--- src/rtl/watch_alarm_ctrl_pkg.sv ---
// Shared constants, FSM state type and load range check for the watch/alarm block.
package watch_alarm_ctrl_pkg;

  localparam int unsigned SEC_MAX = 59;
  localparam int unsigned MIN_MAX = 59;

  typedef enum logic [1:0] {
    StStop = 2'd0,
    StRun  = 2'd1,
    StLoad = 2'd2
  } state_e;

  // True when h:m:s is a legal time of day for the given hour modulus.
  function automatic logic in_range(input int unsigned h, input int unsigned m,
                                    input int unsigned s, input int unsigned hour_max);
    return (s <= SEC_MAX) && (m <= MIN_MAX) && (h < hour_max);
  endfunction

endpackage

--- src/rtl/watch_alarm_ctrl_sec_prescaler.sv ---
// Divides clk down to a one-second advance request. tick is a combinational decode of the
// count register and is only meaningful while en is high.
module watch_alarm_ctrl_sec_prescaler #(
  parameter int unsigned CNT_BIT = 32
) (
  input  logic               clk,
  input  logic               reset,
  input  logic               en,
  input  logic               clr,
  input  logic [CNT_BIT-1:0] th,
  output logic               tick
);

  logic [CNT_BIT-1:0] cnt_q, cnt_d;
  logic [CNT_BIT-1:0] th_m1;

  // Terminal-count decode and next count; clr wins over counting, count holds when idle.
  always_comb begin
    th_m1 = (th == '0) ? '0 : th - 1'b1;
    // ">=" so a threshold lowered below the current count fires on the next cycle.
    tick  = en && (cnt_q >= th_m1);
    cnt_d = cnt_q;
    if (clr) begin
      cnt_d = '0;
    end else if (en) begin
      cnt_d = tick ? '0 : cnt_q + 1'b1;
    end
  end

  // Count register.
  always_ff @(posedge clk or posedge reset) begin
    if (reset) begin
      cnt_q <= '0;
    end else begin
      cnt_q <= cnt_d;
    end
  end

endmodule

--- src/rtl/watch_alarm_ctrl.sv ---
// Hour:min:sec timekeeper with run/stop control, validated time load and alarm ring/ack.
module watch_alarm_ctrl
  import watch_alarm_ctrl_pkg::*;
#(
  parameter int unsigned CNT_BIT       = 32,
  parameter int unsigned SEC_BIT       = 6,
  parameter int unsigned MIN_BIT       = 6,
  parameter int unsigned HOUR_BIT      = 5,
  parameter int unsigned HOUR_MAX      = 24,
  parameter int unsigned ALARM_LEN_SEC = 10
) (
  input  logic                clk,
  input  logic                reset,
  input  logic                i_run_en,
  input  logic [CNT_BIT-1:0]  i_cnt_th,
  input  logic                i_set_valid,
  output logic                o_set_ready,
  input  logic [HOUR_BIT-1:0] i_set_hour,
  input  logic [MIN_BIT-1:0]  i_set_min,
  input  logic [SEC_BIT-1:0]  i_set_sec,
  output logic                o_set_err,
  input  logic                i_alarm_en,
  input  logic [HOUR_BIT-1:0] i_alarm_hour,
  input  logic [MIN_BIT-1:0]  i_alarm_min,
  input  logic                i_alarm_ack,
  output logic [HOUR_BIT-1:0] o_hour,
  output logic [MIN_BIT-1:0]  o_min,
  output logic [SEC_BIT-1:0]  o_sec,
  output logic                o_sec_tick,
  output logic                o_day_wrap,
  output logic                o_alarm_ring
);

  localparam logic [SEC_BIT-1:0]  SecLast  = SEC_BIT'(SEC_MAX);
  localparam logic [MIN_BIT-1:0]  MinLast  = MIN_BIT'(MIN_MAX);
  localparam logic [HOUR_BIT-1:0] HourLast = HOUR_BIT'(HOUR_MAX - 1);
  localparam logic [7:0]          AlarmLen = 8'(ALARM_LEN_SEC);

  state_e              state_q, state_d;
  logic                ready_q, ready_d;
  logic                err_q, err_d;
  logic [HOUR_BIT-1:0] hour_q, hour_d;
  logic [MIN_BIT-1:0]  min_q, min_d;
  logic [SEC_BIT-1:0]  sec_q, sec_d;
  logic                sec_tick_q, sec_tick_d;
  logic                day_wrap_q, day_wrap_d;
  logic                ring_q, ring_d;
  logic [7:0]          ring_cnt_q, ring_cnt_d;

  logic                presc_tick;
  logic                load_acc, load_ok, adv, match;
  logic                sec_wrap, min_wrap, hour_wrap;
  logic [HOUR_BIT-1:0] adv_hour;
  logic [MIN_BIT-1:0]  adv_min;
  logic [SEC_BIT-1:0]  adv_sec;

  watch_alarm_ctrl_sec_prescaler #(
    .CNT_BIT (CNT_BIT)
  ) u_sec_prescaler (
    .clk   (clk),
    .reset (reset),
    .en    (state_q == StRun),
    .clr   (load_acc && load_ok),
    .th    (i_cnt_th),
    .tick  (presc_tick)
  );

  // Next-state for FSM, time counters and alarm ring.
  always_comb begin
    load_acc = i_set_valid && ready_q;
    load_ok  = in_range(32'(i_set_hour), 32'(i_set_min), 32'(i_set_sec), HOUR_MAX);
    // A load in the same cycle swallows the pending second.
    adv      = presc_tick && !load_acc;

    sec_wrap  = (sec_q == SecLast);
    min_wrap  = sec_wrap && (min_q == MinLast);
    hour_wrap = min_wrap && (hour_q == HourLast);
    adv_sec   = sec_wrap ? '0 : sec_q + 1'b1;
    adv_min   = sec_wrap ? (min_wrap ? '0 : min_q + 1'b1) : min_q;
    adv_hour  = min_wrap ? (hour_wrap ? '0 : hour_q + 1'b1) : hour_q;

    hour_d     = hour_q;
    min_d      = min_q;
    sec_d      = sec_q;
    sec_tick_d = 1'b0;
    day_wrap_d = 1'b0;
    err_d      = 1'b0;
    if (load_acc) begin
      if (load_ok) begin
        hour_d = i_set_hour;
        min_d  = i_set_min;
        sec_d  = i_set_sec;
      end else begin
        err_d = 1'b1;
      end
    end else if (adv) begin
      hour_d     = adv_hour;
      min_d      = adv_min;
      sec_d      = adv_sec;
      sec_tick_d = 1'b1;
      day_wrap_d = hour_wrap;
    end

    // Out-of-range alarm settings can never equal a legal time, so they simply never match.
    match = adv && i_alarm_en && (adv_hour == i_alarm_hour) && (adv_min == i_alarm_min) &&
            (adv_sec == '0);

    ring_d     = ring_q;
    ring_cnt_d = ring_cnt_q;
    if (match) begin
      ring_d     = 1'b1;
      ring_cnt_d = AlarmLen;
    end else if (i_alarm_ack || !i_alarm_en) begin
      ring_d     = 1'b0;
      ring_cnt_d = '0;
    end else if (adv && ring_q) begin
      ring_cnt_d = ring_cnt_q - 8'd1;
      if (ring_cnt_q <= 8'd1) begin
        ring_d = 1'b0;
      end
    end

    state_d = state_q;
    unique case (state_q)
      StStop: begin
        if (load_acc)      state_d = StLoad;
        else if (i_run_en) state_d = StRun;
      end
      StRun: begin
        if (load_acc)       state_d = StLoad;
        else if (!i_run_en) state_d = StStop;
      end
      StLoad:  state_d = i_run_en ? StRun : StStop;
      default: state_d = StStop;
    endcase
    ready_d = (state_d != StLoad);
  end

  // All state and registered outputs.
  always_ff @(posedge clk or posedge reset) begin
    if (reset) begin
      state_q    <= StStop;
      ready_q    <= 1'b0;
      err_q      <= 1'b0;
      hour_q     <= '0;
      min_q      <= '0;
      sec_q      <= '0;
      sec_tick_q <= 1'b0;
      day_wrap_q <= 1'b0;
      ring_q     <= 1'b0;
      ring_cnt_q <= '0;
    end else begin
      state_q    <= state_d;
      ready_q    <= ready_d;
      err_q      <= err_d;
      hour_q     <= hour_d;
      min_q      <= min_d;
      sec_q      <= sec_d;
      sec_tick_q <= sec_tick_d;
      day_wrap_q <= day_wrap_d;
      ring_q     <= ring_d;
      ring_cnt_q <= ring_cnt_d;
    end
  end

  assign o_set_ready  = ready_q;
  assign o_set_err    = err_q;
  assign o_hour       = hour_q;
  assign o_min        = min_q;
  assign o_sec        = sec_q;
  assign o_sec_tick   = sec_tick_q;
  assign o_day_wrap   = day_wrap_q;
  assign o_alarm_ring = ring_q;

endmodule

--- config.mk ---
export PLATFORM = sky130hd
export DESIGN_NAME = watch_alarm_ctrl
export DESIGN_NICKNAME = d
export VERILOG_FILES = /design/src/rtl/watch_alarm_ctrl_pkg.sv /design/src/rtl/watch_alarm_ctrl_sec_prescaler.sv /design/src/rtl/watch_alarm_ctrl.sv
export SDC_FILE = /design/constraint.sdc
export NUM_CORES = 1
export LEC_CHECK = 0
export CAP_MARGIN = 20
export CORE_ASPECT_RATIO = 1.25
export CORE_MARGIN = 4
export CORE_UTILIZATION = 60
export DETAILED_ROUTE_END_ITERATION = 6
export PLACE_DENSITY = 0.93
export SYNTH_ARGS = -nofsm -noshare
export SYNTH_HDL_FRONTEND = slang
export SYNTH_SLANG_ARGS = --single-unit
--- constraint.sdc ---
create_clock -name clk -period 4.26 [get_ports clk]
set_input_delay 0.426 -clock clk [delete_from_list [all_inputs] [get_ports clk]]
set_output_delay 0.426 -clock clk [all_outputs]
set_load 0.05 [all_outputs]
==> summary.md, run 1 <==
| Metric | Value |
|---|---|
| DIE AREA | `0.0109 mm²` |
| CTS buffer count | `9` |
| Synth top area share | `approximately 29%` |
| Grt ovf | `0` |
| Slew headroom | `49.9%` |
| Place WS | `-961 ps` |
| Worst Reg-to-Reg Cells | `11` |
| Gr usage total | `35.1%` |
| Vias/cell | `7.01` |
| IO Port Bufs | `between 80 and 90` |
| Top cells by area, synth | `dfrtp_1 29%, ha_1 9.2%, nand2_1 6.5%` |
| Minimum clock period | `4810 ps` |
| N_diodes | `0` |
| Power per cell area | `343 mW/mm²` |
| GPL Wtd Cong | `1.07` |
| DP HPWL | `13600 µm` |
| Ys flop type | `dfrtp_1` |
| First-pass GRT wire length | `30500 µm` |
| Most used cell along the critical path | `buf_4` |
| Hold Vio Cnt, Final | `0` |
| Synth unique cells | `74` |
| Switching share of total power | `about 41%` |
| Largest net degree at the start of global routing | `36` |
| CP max-delay cell | `nor4_4` |
| P_int | `1.57 mW` |
| Arr. time, crit path | `about 5000 ps` |
| Endpoints failing setup | `59` |
| Sw power | `1.10 mW` |
| DRT Pass-1 Iters | `7` |
| Post-synthesis cell count | `698` |
| Slowest cell delay on critical path | `540 ps` |
| Initial antenna violation count | `0` |
| Fin crit share | `113%` |
| Failing checks | `design-rule violations, negative setup slack` |
| Mean routed wirelength per cell | `22.7 µm` |
| Synth warnings | `0` |
| Die X | `approximately 94 µm` |
| Startpoint class of the critical path | `input pin` |
| Post-CTS Hold Fix Bufs | `0` |
| Root buffer cell | `clkbuf_16` |
| Clock transition at path regs | `~60 ps` |
| Cell Area, Placed | `between 0.006 and 0.007 mm²` |
| Area grow syn2layout | `39.5%` |
| Number of global-route vias before repair | `6621` |
| RR Startpoint | `u_sec_prescaler.cnt_q[21]$_DFFE_PP0P_` |
| WS Path Type | `in2reg` |
| Max clock buf depth | `2` |
| Core ar. | `approximately 0.0091 mm²` |
| Ys async rst share | `100%` |
| Vias | `about 6900` |
| Commonest non-fill, non-tap cell in the layout | `nand2_1` |
| Deepest level of the CTS H-tree | `3` |
| Cell taking the most area after synthesis | `dfrtp_1` |
| Clock tree sinks | `64` |
| Worst-Skew Late Latency | `340 ps` |
| Commonest non-fill, non-tap cells in the layout | `91 x nand2_1, 80 x clkdlybuf4s50_1, 75 x buf_4` |
| CTS tree | `done` |
| Post-route antenna net violation count | `0` |
| Fin nets | `957` |
| Synth Register Bits | `64` |
| # DRC | `5` |
| Logic pwr share | `about two fifths` |
| Starting density of the core | `61.2%` |
| Crit-path cells | `clkdlybuf4s50_1, nor3_1, buf_4, nand4b_1, nor2_4, nand2_1, nor3_1, xor2_1, nand2_1, ha_1, nand4_1, nor4_4, nand2_2, buf_4, o2111ai_2, a21oi_2, buf_6, buf_4, a21o_1, a22o_1` |
| R2R setup slack | `roughly 950 ps` |
| Die height | `116 µm` |
| Sequential fraction of the synthesis area | `between 20 and 30%` |
| CP max FO | `8` |
| Status | `complete, but fails checks` |
| CP required | `4470 ps` |
| Syn avg cell area | `8.00 µm²` |
| Hold crit path type | `in2async` |
| Fmax | `0.208 GHz` |
| Reg2Reg Capture Point | `u_sec_prescaler.cnt_q[14]$_DFFE_PP0P_` |
| Synthesized area | `around 0.0056 mm²` |
| Syn Nets | `slightly above 800` |
| Max-slew violation count | `0` |
| Final Worst Setup Slack | `-550 ps` |
| Layout cells sized above 1 | `19.3%` |
| EDFF count, synth | `0` |
| DR iter-0 viols | `1049` |
| Pleak | `3.42 nW` |
| Rows | `39` |
| Post-Route WL | `22200 µm` |
| Peak supply drop | `0.000497 V` |
| Worst slew pin tran | `roughly 750 ps` |
| IO Count | `just under 90` |
| Design area | `0.00779 mm²` |
| Worst clock skew | `7.91 ps` |
| Flop pwr share | `32.6%` |
| Max Cap Viol | `0` |
| Worst setup EP type | `flop` |
| Clock power frac | `28.4%` |
==> power by group through the flow <==
| stage | clock [mW] | sequential (mW) | combinational, mW |
|---|---|---|---|
| CTS | 0.750 | 0.859 | 0.997 |
| floorplan | 0 | 0.991 | 0.483 |
| detailed placement | 0 | 0.866 | 0.985 |
| global route | 0.782 | 0.885 | 1.10 |
| finish | 0.760 | 0.871 | 1.04 |
| global placement | 0 | 0.862 | 0.945 |
==> metrics by stage <==
step	power, mW	hold WS, ps	cells	TNS (ps)	util, %
6_report	2.67	499	978	-22730	85.4
5_1_grt	2.77	532	978	-43740	85.4
4_1_cts	2.61	504	967	0	81.6
3_5_place_dp	1.85	494	946	-44820	76.7
3_3_place_gp	1.81	484	946	-25780	76.7
2_1_floorplan	1.47	459	698	0	-
==> flip-flops by register name, indices dropped and copies added (netlist names) <==
name                   count
u_sec_prescaler.cnt_q     32
ring_cnt_q                 8
o_set_ready                1
o_set_err                  1
o_day_wrap                 1
o_sec_tick                 1
o_alarm_ring               1
o_sec                      6
o_hour                     5
state_q                    2
o_min                      6
==> cells by family (layout without fill, tap and decap cells) <==
family	count (synthesis)	count (layout)	synth area share, %
mux	7	7	1.37
simple gates	326	326	29.9
fa+ha+maj	41	41	9.18
xor+xnor	56	56	8.78
compound gates	150	150	17.9
buf+inv	54	211	4.17
flops	64	64	28.7
==> cells in the mapped netlist (all sizes together), types with 8 or more instances <==
master / n
buf: 16
nand4: 24
inv: 24
nor4: 14
dfrtp: 64
or3: 9
xor2: 40
nand2: 96
o22ai: 8
and3: 13
nand2b: 8
nor2: 69
nor2b: 9
ha: 41
nor3: 26
a21oi: 46
a31oi: 11
o21ai: 25
xnor2: 16
clkbuf: 14
nand3: 26
==> timing repair <==
| action | 4_1_cts | 5_1_grt |
|---|---|---|
| cloned | 0 | 2 |
| buffers inserted | 5 | 9 |
| endpoints found under the setup margin | 60 | 59 |
| pin swaps | 18 | 27 |
| gates resized for setup | 35 | 45 |
==> worst max path at each step <==
stage	start	to	slack (ps)	cells after the start
after detailed placement	i_cnt_th[11]	o_alarm_ring$_DFFE_PP0P_	-960	15
after CTS	i_cnt_th[7]	o_alarm_ring$_DFFE_PP0P_	10	16
after global placement	i_cnt_th[11]	o_alarm_ring$_DFFE_PP0P_	-570	15
final	i_cnt_th[7]	u_sec_prescaler.cnt_q[14]$_DFFE_PP0P_	-550	20
after floorplan	i_cnt_th[11]	o_alarm_ring$_DFFE_PP0P_	10	14
after global routing	i_cnt_th[7]	ring_cnt_q[5]$_DFFE_PP0P_	-860	17
==> layer usage <==
metal	vias to the layer above	share of wire (%)	track usage, %	wire, µm
met4	0	10	27.5	2230
met1	3142	32	36.2	7190
met2	639	47	62.1	10500
met5	-	0	0	0
li1	2867	-	-	-
met3	212	10	6.43	2290
==> final cells by class <==
cell class,count,area (µm²)
Tap cell,123,154
Clock inverter,5,55.1
Clock buffer,11,253
Timing Repair Buffer,171,1570
Fill cell,458,1330
Multi-Input combinational cell,580,4070
Sequential cell,64,1600
Inverter,24,90.1
==> worst max-delay path: cells and delay by family <==
kind	cells	cell delay, ps
xor+xnor	1	230
buf+inv	5	1120
fa+ha+maj	1	320
simple gates	9	2170
compound gates	4	760
No activity file was read; power rests on OpenSTA's default activity.
==> inputs of run 2 (changes only) <==
- CTS_CLUSTER_SIZE: not set -> 10
==> results of run 2 <==
No change in the layout: final DEF, timing and power equal those of run 1.
